`src/rtl/hazard_unit_pkg.sv`:
```
// Shared types for the hazard unit: scoreboard entry layout and forwarding-select encoding.
package hazard_unit_pkg;

  // Entry rd field is sized for the widest supported register index; narrower indices are zero-extended.
  localparam int unsigned RD_W   = 8;
  localparam int unsigned SEL_RF = 0;

  typedef struct packed {
    logic            valid;
    logic [RD_W-1:0] rd;
    logic            is_load;
  } sb_entry_t;

endpackage

```
`src/rtl/hazard_match.sv`:
```
// Youngest-producer search for one source operand; yields a hazard flag and the EX forwarding select.
module hazard_match
  import hazard_unit_pkg::*;
#(
  parameter int unsigned REG_AW     = 5,
  parameter int unsigned DEPTH      = 3,
  parameter int unsigned LOAD_STAGE = 2,
  parameter int unsigned FWD_EN     = 1,
  parameter int unsigned SEL_W      = 2
) (
  input  logic [REG_AW-1:0]           src_i,
  input  logic                        src_used_i,
  input  sb_entry_t [DEPTH-2:0]       sb_i,
  output logic                        hazard_c_o,
  output logic [SEL_W-1:0]            sel_c_o
);

  logic hit;
  logic hit_load;
  int   hit_p;

  always_comb begin
    hit        = 1'b0;
    hit_load   = 1'b0;
    hit_p      = 0;
    hazard_c_o = 1'b0;
    sel_c_o    = SEL_W'(SEL_RF);

    // Scan oldest to youngest so the lowest matching index is the one that sticks.
    for (int j = int'(DEPTH) - 2; j >= 0; j--) begin
      if (sb_i[j].valid && (sb_i[j].rd == RD_W'(src_i))) begin
        hit      = 1'b1;
        hit_load = sb_i[j].is_load;
        hit_p    = j + 1;
      end
    end

    if (!src_used_i || (src_i == '0)) begin
      hit = 1'b0;
    end

    if (hit) begin
      if (FWD_EN != 0) begin
        if (hit_load && (hit_p < int'(LOAD_STAGE))) begin
          hazard_c_o = 1'b1;
        end else begin
          sel_c_o = SEL_W'(hit_p);
        end
      end else begin
        hazard_c_o = 1'b1;
      end
    end
  end

endmodule

```
`src/rtl/hazard_unit.sv`:
```
// Hazard detection and forwarding control: in-flight destination scoreboard, ID stall/flush,
// registered EX operand selects and a saturating stall-cycle counter.
module hazard_unit
  import hazard_unit_pkg::*;
#(
  parameter int unsigned REG_AW     = 5,
  parameter int unsigned DEPTH      = 3,
  parameter int unsigned LOAD_STAGE = 2,
  parameter int unsigned FWD_EN     = 1,
  parameter int unsigned SEL_W      = $clog2(DEPTH)
) (
  input  logic              clk,
  input  logic              rst,
  input  logic              id_valid,
  input  logic [REG_AW-1:0] id_rs,
  input  logic [REG_AW-1:0] id_rt,
  input  logic              id_rs_used,
  input  logic              id_rt_used,
  input  logic [REG_AW-1:0] id_rd,
  input  logic              id_wr_en,
  input  logic              id_is_load,
  input  logic              branch_taken,
  output logic              stall,
  output logic              flush_id,
  output logic [SEL_W-1:0]  ex_fwd_rs,
  output logic [SEL_W-1:0]  ex_fwd_rt,
  output logic [15:0]       stall_cnt
);

  // The WB entry (index DEPTH-1) is never consulted because the register file is write-first,
  // so only indices 0..DEPTH-2 are held.
  sb_entry_t [DEPTH-2:0] sb_q, sb_d;
  logic [SEL_W-1:0]      ex_fwd_rs_q, ex_fwd_rs_d;
  logic [SEL_W-1:0]      ex_fwd_rt_q, ex_fwd_rt_d;
  logic [15:0]           stall_cnt_q, stall_cnt_d;

  logic             haz_rs, haz_rt;
  logic [SEL_W-1:0] sel_rs, sel_rt;
  logic             track;
  logic             advance;

  hazard_match #(
    .REG_AW(REG_AW), .DEPTH(DEPTH), .LOAD_STAGE(LOAD_STAGE), .FWD_EN(FWD_EN), .SEL_W(SEL_W)
  ) u_match_rs (
    .src_i(id_rs), .src_used_i(id_rs_used), .sb_i(sb_q), .hazard_c_o(haz_rs), .sel_c_o(sel_rs)
  );

  hazard_match #(
    .REG_AW(REG_AW), .DEPTH(DEPTH), .LOAD_STAGE(LOAD_STAGE), .FWD_EN(FWD_EN), .SEL_W(SEL_W)
  ) u_match_rt (
    .src_i(id_rt), .src_used_i(id_rt_used), .sb_i(sb_q), .hazard_c_o(haz_rt), .sel_c_o(sel_rt)
  );

  always_comb begin
    stall       = 1'b0;
    flush_id    = 1'b0;
    track       = 1'b0;
    advance     = 1'b0;
    sb_d        = '0;
    ex_fwd_rs_d = SEL_W'(SEL_RF);
    ex_fwd_rt_d = SEL_W'(SEL_RF);
    stall_cnt_d = stall_cnt_q;

    // A taken branch overrides any stall; both are held low while in reset.
    if (!rst) begin
      flush_id = branch_taken;
      stall    = id_valid & (haz_rs | haz_rt) & ~branch_taken;
    end

    track   = id_valid & id_wr_en & (id_rd != '0);
    advance = id_valid & ~stall & ~branch_taken;

    for (int i = 1; i < int'(DEPTH) - 1; i++) begin
      sb_d[i] = sb_q[i-1];
    end
    if (track && !stall && !branch_taken) begin
      sb_d[0].valid   = 1'b1;
      sb_d[0].rd      = RD_W'(id_rd);
      sb_d[0].is_load = id_is_load;
    end

    if (advance) begin
      ex_fwd_rs_d = sel_rs;
      ex_fwd_rt_d = sel_rt;
    end

    if (stall && (stall_cnt_q != 16'hFFFF)) begin
      stall_cnt_d = stall_cnt_q + 16'd1;
    end
  end

  always_ff @(posedge clk or posedge rst) begin
    if (rst) begin
      sb_q        <= '0;
      ex_fwd_rs_q <= SEL_W'(SEL_RF);
      ex_fwd_rt_q <= SEL_W'(SEL_RF);
      stall_cnt_q <= '0;
    end else begin
      sb_q        <= sb_d;
      ex_fwd_rs_q <= ex_fwd_rs_d;
      ex_fwd_rt_q <= ex_fwd_rt_d;
      stall_cnt_q <= stall_cnt_d;
    end
  end

  assign ex_fwd_rs = ex_fwd_rs_q;
  assign ex_fwd_rt = ex_fwd_rt_q;
  assign stall_cnt = stall_cnt_q;

endmodule

```
`config.mk`:
```
export PLATFORM = sky130hd
export DESIGN_NAME = hazard_unit
export DESIGN_NICKNAME = d
export VERILOG_FILES = /design/src/rtl/hazard_unit_pkg.sv /design/src/rtl/hazard_match.sv /design/src/rtl/hazard_unit.sv
export SDC_FILE = /design/constraint.sdc
export NUM_CORES = 1
export LEC_CHECK = 0
export CAP_MARGIN = 0
export CORE_MARGIN = 2
export CORE_UTILIZATION = 52
export DETAILED_ROUTE_END_ITERATION = 8
export PLACE_DENSITY = 0.85
export RECOVER_POWER = 100
export SETUP_SLACK_MARGIN = 0.2
export SLEW_MARGIN = 25
export SYNTH_ARGS = -nofsm -noshare
export SYNTH_HDL_FRONTEND = slang
export SYNTH_SLANG_ARGS = --single-unit
```
`constraint.sdc`:
```
create_clock -name clk -period 5 [get_ports clk]
set_input_delay 1 -clock clk [delete_from_list [all_inputs] [get_ports clk]]
set_output_delay 1 -clock clk [all_outputs]
set_load 0.01 [all_outputs]
```
* Word level (Yosys, flattened, before mapping)
Cells that the tools add are included.
** Operators by class
- $add $sub $neg :: 1
- $mul :: 0
- Div/mod/pow operators :: 0
- $lt $le $gt $ge :: 2
- Eq/ne operators :: 5
- Shift operators :: 0
- Muxes and demuxes :: 27
- Bitwise gates (word level) :: 9
- Reductions and logical operators :: 18
** Operators with widths (count)
- equality test 8 x 5 -> 1 bit :: 4
- 2-to-1 mux 2 bit :: 10
- adder 16 x 1 -> 16 bit, second input constant :: 1
- 2-to-1 mux 1 bit :: 16
- inequality test 16 bit, second input constant :: 1
- zero test 5 bit :: 2
- 2-to-1 mux 10 bit :: 1
- logical AND 1 bit :: 9
- bitwise AND 1 bit :: 6
- nonzero test 5 bit :: 1
- zero test 1 bit :: 4
- < comparator 2 bit, second input constant :: 2
- logical OR 1 bit :: 2
- NOT 1 bit :: 2
- bitwise OR 1 bit :: 1
** Word-level totals
- Bits in registers :: 40
- Bits in latches :: 0
- Memory bits (writable) :: 0
- Bits in read-only memories :: 0
- Input bits :: 23
- Output and inout bits :: 22
- Logic and storage cells :: 71
- Memories :: 0

* Logic depth before layout (Yosys ltp)
Gate-level depths: netlist of the first run.
- Word-level depth :: 16
- Gate-level depth with buffers :: 7
- Mapped depth without buffers :: 6

* Hierarchy
A second synthesis of the first run with hierarchy kept.
** Unflattened totals
- Cells, all modules :: 155
- Area total of the unflattened synthesis :: 1744.2 µm²
** Modules (own cells, without submodules)
- hazard_unit :: times used 1, cells each 109, area each 1406.3 µm², seq. area each 850.8 µm²
- hazard_match :: times used 2, cells each 23, area each 168.9 µm², seq. area each 0.0 µm²

* Worst setup path before layout of the first run
OpenSTA, ideal clock, no wires.
- Path type :: input-to-output
- Start :: input port id_rs[1]
- End :: output port stall
- Data arrival time :: 2.256 ns
- Required time :: 4.000 ns
- Path slack :: 1.744 ns
- Stages :: 6
- Path buffers :: 1
- Path through :: or4_1 o21ai_1 nor4_2 o211ai_4 buf_6 inv_1
** On the way
- Cells in the longest elaborated chain, start to end :: 12
- Elaborated cells on any way between the ends :: 21
- Those cells by class :: order compare (1); eq/ne (2); mux (10); bitwise (3); reduce/logical (5)
** Ends and longest elaborated chain
- start, declared :: line hazard_unit.sv:15 : input logic [REG_AW-1:0] id_rs,
- equality test 8 x 5 -> 1 bit :: line hazard_match.sv:31 : if (sb_i[j].valid && (sb_i[j].rd == RD_W'(src_i))) begin
- logical AND 1 bit :: line hazard_match.sv:31
- 2-to-1 mux 2 bit (2 in a row) :: line hazard_match.sv:31
- < comparator 2 bit :: line hazard_match.sv:44 : if (hit_load && (hit_p < int'(LOAD_STAGE))) begin
- logical AND 1 bit :: line hazard_match.sv:44
- 2-to-1 mux 1 bit :: line hazard_match.sv:44
- 2-to-1 mux 1 bit * :: line hazard_match.sv:42 : if (hit) begin
- bitwise OR 1 bit * :: line hazard_unit.sv:67 : stall = id_valid & (haz_rs | haz_rt) & ~branch_taken;
- bitwise AND 1 bit * (2 in a row) :: line hazard_unit.sv:67
- 2-to-1 mux 1 bit * :: line hazard_unit.sv:65 : if (!rst) begin
- end, declared :: line hazard_unit.sv:23 : output logic stall,
Mark *: on every way between the ends. The rest lies on a longest branch, timed or not.

* Final worst setup path of the first run
- Start :: input port id_rt[1]
- End :: output port stall
** On the way
- Cells in the longest elaborated chain, start to end :: 12
- Elaborated cells on any way between the ends :: 21
- Those cells by class :: order compare (1); eq/ne (2); mux (10); bitwise (3); reduce/logical (5)
** Ends and longest elaborated chain
- start, declared :: line hazard_unit.sv:16 : input logic [REG_AW-1:0] id_rt,
- equality test 8 x 5 -> 1 bit :: line hazard_match.sv:31
- logical AND 1 bit :: line hazard_match.sv:31
- 2-to-1 mux 2 bit (2 in a row) :: line hazard_match.sv:31
- < comparator 2 bit :: line hazard_match.sv:44
- logical AND 1 bit :: line hazard_match.sv:44
- 2-to-1 mux 1 bit :: line hazard_match.sv:44
- 2-to-1 mux 1 bit * :: line hazard_match.sv:42
- bitwise OR 1 bit * :: line hazard_unit.sv:67
- bitwise AND 1 bit * (2 in a row) :: line hazard_unit.sv:67
- 2-to-1 mux 1 bit * :: line hazard_unit.sv:65
Marked as above.

==> impl_metrics.csv, run 1 <==
group,metric,value,unit
die,core_area,3080,sq um
setup_path,crit_path_start_kind,"input pin",
placement,placed_cell_area,2190,sq um
finish,area_delta_synth_final,28.6,%
power_and_ir_drop,p_per_area,211,nW/um^2
finish,layout.nets,228,
route,via_per_inst,5.49,
setup_path,crit_start,"id_rt[1]",
setup_path,cp-end-kind,"output pin",
global_route,overflow,0,
timing,grt_setup_unrepaired,"false",
clocking,cts_resized,0,
route,drcViolationCount,0,
die,initial_core_util,55.2,%
global_route,met2_usage,42.7,%
worst_hold_path,min_from,"sb_d[19]",
setup_path,rr_endpoint,"stall_cnt[1]",
logic_synthesis,synth_ff_type,"dfrtp_1",
placement,place_congestion,0.923,
timing,slew_headroom,37.8,%
logic_synthesis,async_reset_ff_share,100,%
power_and_ir_drop,p_int,0.348,mW
power_and_ir_drop,power.net_switching,0.112,mW
logic_synthesis,ys_ff_latch,33,
timing,setup_viol,0,
global_route,grt_util_met1,25.3,%
logic_synthesis,synth_edf_count,0,
clocking,cts_setup_buffers,0,
route,drt_pass1_iterations,4,
worst_hold_path,min_to,"sb_q[19]",
timing,hold_slack,0.421,ns
clocking,clock_latency,0.33,ns
global_route,antenna_found_initial,0,
placement,dp_hpwl,3020,um
finish,diodes,0,
setup_path,r2r-start,"sb_d[14]",
timing,timing.final.ws_setup,0.707,ns
logic_synthesis,synth_warnings,0,
route,drt_iter0_drc,85,
setup_path,reg2reg_slack,2.39,ns
timing,max_freq,233,MHz
power_and_ir_drop,vdd_drop_max,0.163,mV
power_and_ir_drop,seqPwrFrac,59.2,%
setup_path,required,4.00,ns
logic_synthesis,syn_avg_cell_area,11.1,sq um
timing,skew,0.00381,ns
clocking,numCtsBuffers,5,
global_route,grt_pass1_vias,1316,
route,avgRoutedWirePerCell,15.2,um
route,antenna_left,0,
die,die_h,61.1,um
global_route,grt_max_degree,19,
clocking,cts-root-buf,"clkbuf_4",
logic_synthesis,syn-cell-area,1700,sq um
die,die_area,3740,sq um
setup_path,cp_data_arrival_time,3.29,ns
clocking,clk_pin_slew,0.10,ns
clocking,cts_tree,"done",
finish,postLayoutCellArea,2180,sq um
timing,hold_viol,0,
power_and_ir_drop,sw_frac_of_total,24.3,%
timing,setup_tns,0,ns
logic_synthesis,synthesis.nets,177,
finish,fillers,221,
die,die_w,61.1,um
timing,worst_slew_pin_slew,0.934,ns
route,routed_wl,3800,um
run_status,status,"complete, no violations",
timing,finalCritPeriodShare,85.9,%
power_and_ir_drop,comb_power_share,10.0,%
setup_path,worstSetupPathType,"in -> out",
die,row_count,20,
logic_synthesis,syn-instance-count,153,
logic_synthesis,synth_cell_type_count,38,
setup_path,path_max_fanout,4,
route,via_count,1366,
power_and_ir_drop,pwr-share-clk,30.7,%
flow_run,cap_violations,0,
clocking,htreeDepth,2,
setup_path,reg2reg_depth,7,
die,io-pin-count,45,
worst_hold_path,hold_depth,0,
clocking,clockBufferDepth,2,
global_route,grt_pass1_wl,6090,um
worst_hold_path,worstHoldPathType,"reg -> reg",
global_route,grt_usage,23.2,%
power_and_ir_drop,total_power,0.460,mW
placement,port_buffers,44,
finish,drive_gt1_share,4.39,%
clocking,ctsHoldBuffers,0,
timing,final_max_slew_viol_count,0,
timing,finalCriticalPeriod,4.29,ns
global_route,grt-busiest-layer,"met2",
global_route,use_met3,6.93,%
clocking,cts.sinks,33,
placement,dp_slack,0.950,ns
power_and_ir_drop,power_leakage,1.03,nW
logic_synthesis,yosysSeqAreaShare,48.6,%
[through the flow]
stage / utilization (%) / std cells
after floorplan: - / 153
after global placement: 71.2 / 241
after detailed placement: 71.2 / 241
after CTS: 72.9 / 249
after global routing: 70.9 / 249
final: 70.9 / 249
[how the worst max path moves through the flow]
stage / to / cells past startpoint
finish: stall / 7
detailed placement: stall / 7
global route: stall / 7
CTS: stall / 7
global placement: stall / 7
floorplan: stall / 6
[cells by family (layout without fill, tap and decap cells)]
group	Yosys count	in the layout	synth area share (%)
DFF	33	33	48.6
AOI/OAI and AO/OA	11	11	6.26
adders and majority gates	1	1	0.737
muxes	1	1	0.884
xor gates and xnor gates	34	34	17.5
and+or+nand+nor	66	66	23.9
buffers and inverters	7	59	2.06
[cells in the final DEF, fill, tap and decap left out, drive strengths merged]
| cell | n |
|---|---|
| a2111oi | 2 |
| a211oi | 1 |
| a21oi | 2 |
| and2 | 6 |
| and2b | 2 |
| and3 | 2 |
| and4 | 1 |
| clkbuf | 8 |
| clkdlybuf4s50 | 20 |
| clkinv | 2 |
| dfrtp | 33 |
| dlygate4sd3 | 24 |
| ha | 1 |
| inv | 5 |
| mux2 | 1 |
| nand2 | 13 |
| nand2b | 1 |
| nand3 | 6 |
| nand4 | 5 |
| nor2 | 4 |
| nor2b | 3 |
| nor3 | 6 |
| nor3b | 4 |
| nor4 | 8 |
| nor4b | 1 |
| o211a | 1 |
| o211ai | 1 |
| o21a | 2 |
| o21ai | 2 |
| or2 | 1 |
| or4 | 3 |
| xnor2 | 15 |
| xor2 | 19 |
[per-layer routing]
layer | part of all wire, % | up-vias
met5 | 0 | -
met4 | 0.71 | 0
met3 | 7.4 | 2
met2 | 55 | 62
met1 | 37 | 664
li1 | - | 638
[critical path, stage by stage]
cell	delay, ns
dlygate4sd3_1	0.60
or4_1	0.53
o21ai_0	0.24
nor3_1	0.17
o211ai_4	0.22
inv_1	0.05
clkdlybuf4s50_1	0.47
[Yosys cell counts, types with 2 or more instances]
library cell  number  area (sq um)
dfrtp_1           33           826
xor2_1            19           166
xnor2_1           15           131
nand2_1           13          48.8
and2_1             6          37.5
nand3_1            6          30.0
nor4_1             6          37.5
inv_1              5          18.8
nand4_1            5          31.3
nor3_1             5          25.0
nor2_1             3          11.3
nor2b_1            3          18.8
nor3b_1            3          22.5
or4_1              3          22.5
a2111oi_0          2          17.5
and2b_1            2          15.0
and3_1             2          12.5
o21a_1             2          15.0
[power groups by stage]
| stage | sequential (mW) | clock, mW | combinational, mW |
|---|---|---|---|
| floorplan | 0.277 | 0 | 0.0210 |
| global placement | 0.278 | 0 | 0.0468 |
| detailed placement | 0.278 | 0 | 0.0487 |
| CTS | 0.273 | 0.145 | 0.0490 |
| global route | 0.273 | 0.159 | 0.0509 |
| finish | 0.273 | 0.141 | 0.0462 |
[sequential cells by signal, indices dropped and copies added, names as in the netlist]
name / count
sb_d: 7
sb_q: 6
ex_fwd_rt: 2
ex_fwd_rs: 2
stall_cnt: 16
[layout make-up]
cell class                 count  area, sq um  share of cell area [%]
inverter                       5         18.8                   0.860
tap                           44         55.1                    2.52
timing repair buffer          46          448                    20.5
clock inverter                 2         10.0                   0.458
sequential                    33          826                    37.8
clock buffer                   6         41.3                    1.89
multi-input combinational    113          785                    35.9
No activity file was read; power rests on OpenSTA's default activity.
==> run 2: changes to the inputs <==
Settings changed: CORE_MARGIN 2 to unset, CORE_UTILIZATION 52 to 43, PLACE_DENSITY 0.85 to 0.75.
Clock period 5 ns to 3.6 ns, I/O delays scaled along.
==> run 2 against run 1 <==
  * The flow now finishes with violations (capacitance limit, slew limit)
  * Setup slack worse by 0.39 ns
  * Sequential power up 39%
  * Combinational power up 41%
  * Hold slack worse by 0.011 ns
  * Sequential cell count unchanged
  * Clock skew up 0.0057 ns
  * Clock power rose to 2.6 times the previous value
  * Core utilization down 9.8 points
  * Critical path type unchanged
  * Largest power group unchanged
  * Highest routed layer unchanged
==> impl_metrics.csv, run 2 (synthesis results as in run 1) <==
group,metric,value,unit
setup_path,crit_path_start_kind,"input pin",
die,row_count,22,
setup_path,cp_data_arrival_time,2.57,ns
finish,drive_gt1_share,6.34,%
global_route,grt_usage,19.3,%
route,routed_wl,3580,um
placement,port_buffers,44,
worst_hold_path,worstHoldPathType,"reg -> reg",
power_and_ir_drop,vdd_drop_max,0.228,mV
route,avgRoutedWirePerCell,14.1,um
placement,placed_cell_area,2200,sq um
global_route,grt_max_degree,34,
die,core_area,3720,sq um
clocking,ctsHoldBuffers,0,
finish,multiInputGateArea,803,sq um
finish,fin_util,61.1,%
global_route,grt_pass1_vias,1265,
die,die_h,64.8,um
power_and_ir_drop,power_leakage,1.07,nW
timing,finalCritPeriodShare,91.3,%
finish,layout.cells.most_common,"dfrtp_1",
finish,final_cell_mix,"dfrtp_1, dlygate4sd3_1, clkdlybuf4s50_1, xor2_1, xnor2_1",
finish,seqCellArea,826,sq um
finish,postLayoutCellArea,2270,sq um
global_route,grt_pass1_wl,5960,um
power_and_ir_drop,p_per_area,355,nW/um^2
worst_hold_path,hold_depth,0,
clocking,numCtsBuffers,5,
placement,place_congestion,0.824,
finish,largest_reg_flops,16,
run_status,violations,"capacitance limit, slew limit",
die,die_w,64.8,um
finish,diodes,0,
die,io-pin-count,45,
timing,grt_setup_unrepaired,"false",
timing,final_max_slew_viol_count,34,
clocking,cts_tree,"done",
die,die_area,4200,sq um
placement,dp_hpwl,2670,um
clocking,clk_pin_slew,0.07,ns
setup_path,reg2reg_slack,1.07,ns
worst_hold_path,min_to,"sb_q[19]",
flow_run,cap_violations,1,
timing,max_freq,304,MHz
clocking,clockBufferDepth,2,
setup_path,required,2.88,ns
timing,skew,0.00948,ns
global_route,overflow,0,
finish,fillers,330,
route,antenna_left,0,
clocking,cts.sinks,33,
clocking,htreeDepth,2,
timing,worst_slew_pin_slew,1.69,ns
timing,finalCriticalPeriod,3.29,ns
timing,hold_viol,0,
setup_path,r2r-start,"sb_d[15]",
timing,hold_slack,0.409,ns
setup_path,path_max_fanout,4,
setup_path,reg2reg_depth,7,
clocking,clock_latency,0.30,ns
setup_path,worstSetupPathType,"in -> out",
die,initial_core_util,45.7,%
timing,setup_viol,0,
route,drt_pass1_iterations,4,
route,drcViolationCount,0,
worst_hold_path,min_from,"sb_d[19]",
run_status,status,"complete, but fails checks",
global_route,antenna_found_initial,0,
timing,slew_headroom,-12.7,%
setup_path,cp-end-kind,"output pin",
finish,layout.nets,228,
finish,area_delta_synth_final,33.8,%
route,via_per_inst,5.24,
route,via_count,1326,
timing,setup_tns,0,ns
route,drt_iter0_drc,83,
clocking,cts-root-buf,"clkbuf_8",
setup_path,rr_endpoint,"stall_cnt[1]",
## run 2: changes by cell type in the layout (fill, tap and decap cells not counted), moves of 2 or more
cell	previous run	this run
dlygate4sd3_1	24	22
clkbuf_8	0	6
o21ai_2	0	2
clkbuf_4	5	0
clkinv_2	2	0
## run 2: critical path, stage by stage
cell	delay, ns
clkdlybuf4s50_1	0.47
or4_1	0.55
o21ai_2	0.15
nor3_1	0.13
o211ai_4	0.20
inv_1	0.06
dlygate4sd2_1	0.28
## run 2: power breakdown
group | switching [mW] | leakage, nW | internal, mW | total, mW
Clock | 0.137 | 0.0585 | 0.226 | 0.363
Sequential | 0.00404 | 0.442 | 0.375 | 0.379
Combinational | 0.0296 | 0.566 | 0.0357 | 0.0653
Total | 0.171 | 1.07 | 0.636 | 0.807
## run 2: worst max path at each step
stage / start / end / slack, ns / cells past startpoint
after global routing: id_rt[1] / stall / 0.16 / 7
after CTS: id_rt[1] / stall / 0.33 / 7
after floorplan: id_rs[1] / stall / 0.90 / 6
final: id_rt[1] / stall / 0.31 / 7
after detailed placement: id_rs[1] / stall / 0.13 / 7
after global placement: id_rs[1] / stall / 0.14 / 7
## run 2: per-layer routing
layer	part of all wire (%)	up-vias	wire length [um]	GRT usage, %
met5	0	-	0	0
met4	1.4	0	49	6.67
met3	5.3	7	190	6.87
met2	47	40	1700	29.9
met1	46	649	1640	24.8
li1	-	630	-	-
## run 2: what timing repair did
action / CTS / global route
buffers inserted: 0 / 0
setup endpoints to repair: 1 / 0
gates resized for setup: 2 / 0
## run 2: layout make-up
type	instances	share of cell area, %
clock buffer	7	3.80
clock inverter	1	1.32
inverter	5	0.826
multi-input combinational	113	35.4
sequential	33	36.4
tap	48	2.64
timing repair buffer	46	19.7
## run 2: stage by stage
stage / worst slack (ns) / cells / power [mW]
2_1_floorplan: 0.904 / 153 / 0.414
3_3_place_gp: 0.136 / 245 / 0.451
3_5_place_dp: 0.129 / 245 / 0.453
4_1_cts: 0.329 / 253 / 0.816
5_1_grt: 0.158 / 253 / 0.837
6_report: 0.314 / 253 / 0.807
==> run 3: changes to the inputs <==
Settings changed: ABC_AREA set to 1, CORE_UTILIZATION 43 to 45, MAX_ROUTING_LAYER set to met4, PLACE_DENSITY 0.75 to 0.76.
==> run 3 against run 2 <==
  * The run still ends with capacitance limit, slew limit left
  * Cell count up 33%
  * Global-route usage rose by 1.4 points
  * Core utilization up 1.1 points
  * Via count up 25%
  * Largest power group unchanged
  * Setup slack improved by 0.23 ns
  * Critical path depth grew 3
  * Non-clock buffer count decreased by 1
  * Design area grew 11%
  * Sequential share of layout area decreased by 3.6 points
  * Area after synthesis rose by 14%
  * Sequential power barely moved
  * Count of clock-buffer cells in the layout decreased by 1
==> impl_metrics.csv, run 3 <==
group,metric,value,unit
setup_path,path_max_fanout,8,
finish,fillers,361,
clocking,numCtsBuffers,5,
logic_synthesis,yosys.area_share.simple,37.5,%
setup_path,required,2.88,ns
timing,skew,0.00560,ns
placement,dp_slack,0.323,ns
route,drt_pass1_iterations,4,
timing,finalCritPeriodShare,84.8,%
flow_run,cap_violations,1,
die,io-pin-count,45,
timing,setup_viol,0,
logic_synthesis,synthesis.nets,258,
die,core_area,4060,sq um
setup_path,reg2reg_slack,1.64,ns
setup_path,crit_chain,"dlygate4sd3_1, inv_1, nand2_1, o21ai_0, nor2_1, nand3_4, nand2_8, nand2_1, inv_1, dlymetal6s2s_1",
route,routed_wl,4070,um
timing,final_max_slew_viol_count,35,
global_route,grt_pass1_vias,1524,
route,via_per_inst,4.90,
route,drt_iter0_drc,71,
route,drcViolationCount,0,
timing,grt_setup_unrepaired,"false",
die,initial_core_util,47.8,%
setup_path,slowest_stage,"dlygate4sd3_1",
logic_synthesis,synth_ff_type,"dfrtp_1",
logic_synthesis,synth.most_common_cell,"nand2_1",
logic_synthesis,synth_edf_count,0,
setup_path,cp_data_arrival_time,2.33,ns
die,row_count,23,
setup_path,critPathMaxStageDelay,0.57,ns
clocking,cts_tree,"done",
finish,diodes,0,
logic_synthesis,yosysSeqAreaShare,42.6,%
finish,stdcell_count,337,
clocking,cts.sinks,33,
finish,layout.nets,310,
logic_synthesis,synth_compound_area_share,4.39,%
setup_path,critPathTopFamily,"buffers and inverters",
clocking,htreeDepth,2,
timing,setup_tns,0,ns
timing,slew_headroom,-16.6,%
logic_synthesis,syn-cell-area,1940,sq um
logic_synthesis,synthMuxAreaShare,0,%
logic_synthesis,syn_avg_cell_area,8.28,sq um
worst_hold_path,worstHoldPathType,"reg -> reg",
global_route,grt_pass1_wl,6760,um
logic_synthesis,synth_top_area_share,42.6,%
route,antenna_left,0,
clocking,cts-root-buf,"clkbuf_8",
logic_synthesis,synth_xor_area_share,6.78,%
logic_synthesis,synth_top_family_by_area,"simple AND/OR/NAND/NOR gates",
power_and_ir_drop,vdd_drop_max,0.177,mV
logic_synthesis,synth_common_cells,"nand2_1, dfrtp_1, inv_1, nor2_1, nand4_1",
power_and_ir_drop,power_leakage,1.27,nW
finish,largest_reg_flops,16,
global_route,overflow,0,
logic_synthesis,synth_top_area_cell,"dfrtp_1",
timing,hold_viol,0,
setup_path,crit_buf_inv,4,
power_and_ir_drop,seqPwrFrac,46.6,%
power_and_ir_drop,pwr-share-clk,44.3,%
timing,max_freq,327,MHz
run_status,violations,"capacitance limit, slew limit",
route,via_count,1651,
timing,worst_slew_pin_slew,1.75,ns
logic_synthesis,async_reset_ff_share,100,%
finish,area_delta_synth_final,30.2,%
placement,port_buffers,44,
power_and_ir_drop,p_int,0.635,mW
placement,dp_cells,329,
logic_synthesis,synth-adder-area-share,0.646,%
timing,timing.final.ws_setup,0.546,ns
run_status,status,"complete, but fails checks",
logic_synthesis,synth.area.top_cells,"dfrtp_1, nand2_1, inv_1, xnor2_1, nor2_1",
power_and_ir_drop,comb_power_share,9.1,%
setup_path,worstSetupPathType,"in -> out",
placement,dp_hpwl,3260,um
finish,layout.cells.most_common,"nand2_1",
global_route,grt_max_degree,35,
power_and_ir_drop,power.net_switching,0.180,mW
global_route,grt_usage,20.7,%
power_and_ir_drop,sw_frac_of_total,22.1,%
setup_path,crit_path_start_kind,"input pin",
logic_synthesis,syn-instance-count,234,
clocking,clk_pin_slew,0.07,ns
logic_synthesis,synth_warnings,0,
timing,finalCriticalPeriod,3.05,ns
global_route,antenna_found_initial,0,
clocking,clock_latency,0.29,ns
finish,drive_gt1_share,9.76,%
power_and_ir_drop,p_per_area,323,nW/um^2
finish,final_cell_mix,"nand2_1, inv_1, dfrtp_1, nor2_1, dlygate4sd3_1",
setup_path,cp-end-kind,"output pin",
clocking,clockBufferDepth,2,
clocking,cts_setup_buffers,0,
logic_synthesis,ys_ff_latch,33,
route,avgRoutedWirePerCell,12.1,um
placement,place_congestion,0.848,
logic_synthesis,synth_cell_type_count,34,
die,die_area,4570,sq um
die,die_w,67.6,um
die,die_h,67.6,um
-- run 3: cell type report --
type                            count  area [sq um]  share of cell area, %
Clock inverter                      2          37.5                   1.49
Clock buffer                        6          82.6                   3.27
Inverter                           41           155                   6.15
Tap cell                           50          62.6                   2.48
Timing Repair Buffer               45           449                   17.8
Sequential cell                    33           826                   32.7
Multi-Input combinational cell    160           911                   36.1
-- run 3: worst paths after layout --
path / from / to / cells past startpoint
max: id_rs[1] / stall / 10
min: sb_d[19] / sb_q[19] / 0
max reg2reg: stall_cnt[0] / stall_cnt[12] / 8
min reg2reg: sb_d[19] / sb_q[19] / 0
max in group asynchronous: rst / ex_fwd_rs[1] / 3
min in group asynchronous: rst / stall_cnt[9] / 3
-- run 3: stage by stage --
| stage | cell area (sq um) | power [mW] | utilization, % | hold WS [ns] |
|---|---|---|---|---|
| finish | 2520 | 0.814 | 62.2 | 0.375 |
| detailed placement | 2450 | 0.464 | 60.3 | 0.360 |
| floorplan | 1940 | 0.424 | - | 0.354 |
| global placement | 2450 | 0.464 | 60.3 | 0.360 |
| CTS | 2570 | 0.826 | 63.3 | 0.376 |
| global route | 2520 | 0.846 | 62.2 | 0.390 |
-- run 3: logic make-up (layout without fill, tap and decap cells) --
group	after synthesis	in the layout
AO/OA/AOI/OAI	15	15
XOR/XNOR	15	15
adder cells (fa/ha/maj)	1	1
buffers and inverters	41	94
flip-flops	33	33
AND/OR/NAND/NOR	129	129
-- run 3: power groups by stage --
stage | logic, mW | registers, mW | clock network (mW)
after global placement | 0.0773 | 0.386 | 0
after global routing | 0.0826 | 0.380 | 0.384
after detailed placement | 0.0773 | 0.386 | 0
after CTS | 0.0776 | 0.379 | 0.369
after floorplan | 0.0389 | 0.385 | 0
final | 0.0740 | 0.379 | 0.361
-- run 3: layer usage --
layer  track usage, %  routed length (um)
met5                -                   0
met4             7.98                  72
met3             3.72                 161
met2             30.1                1810
met1             28.3                2030
-- run 3: repair_timing --
item | CTS | global route
resized for setup | 0 | 2
setup endpoints to repair | 0 | 1
hold buffers | 0 | 0
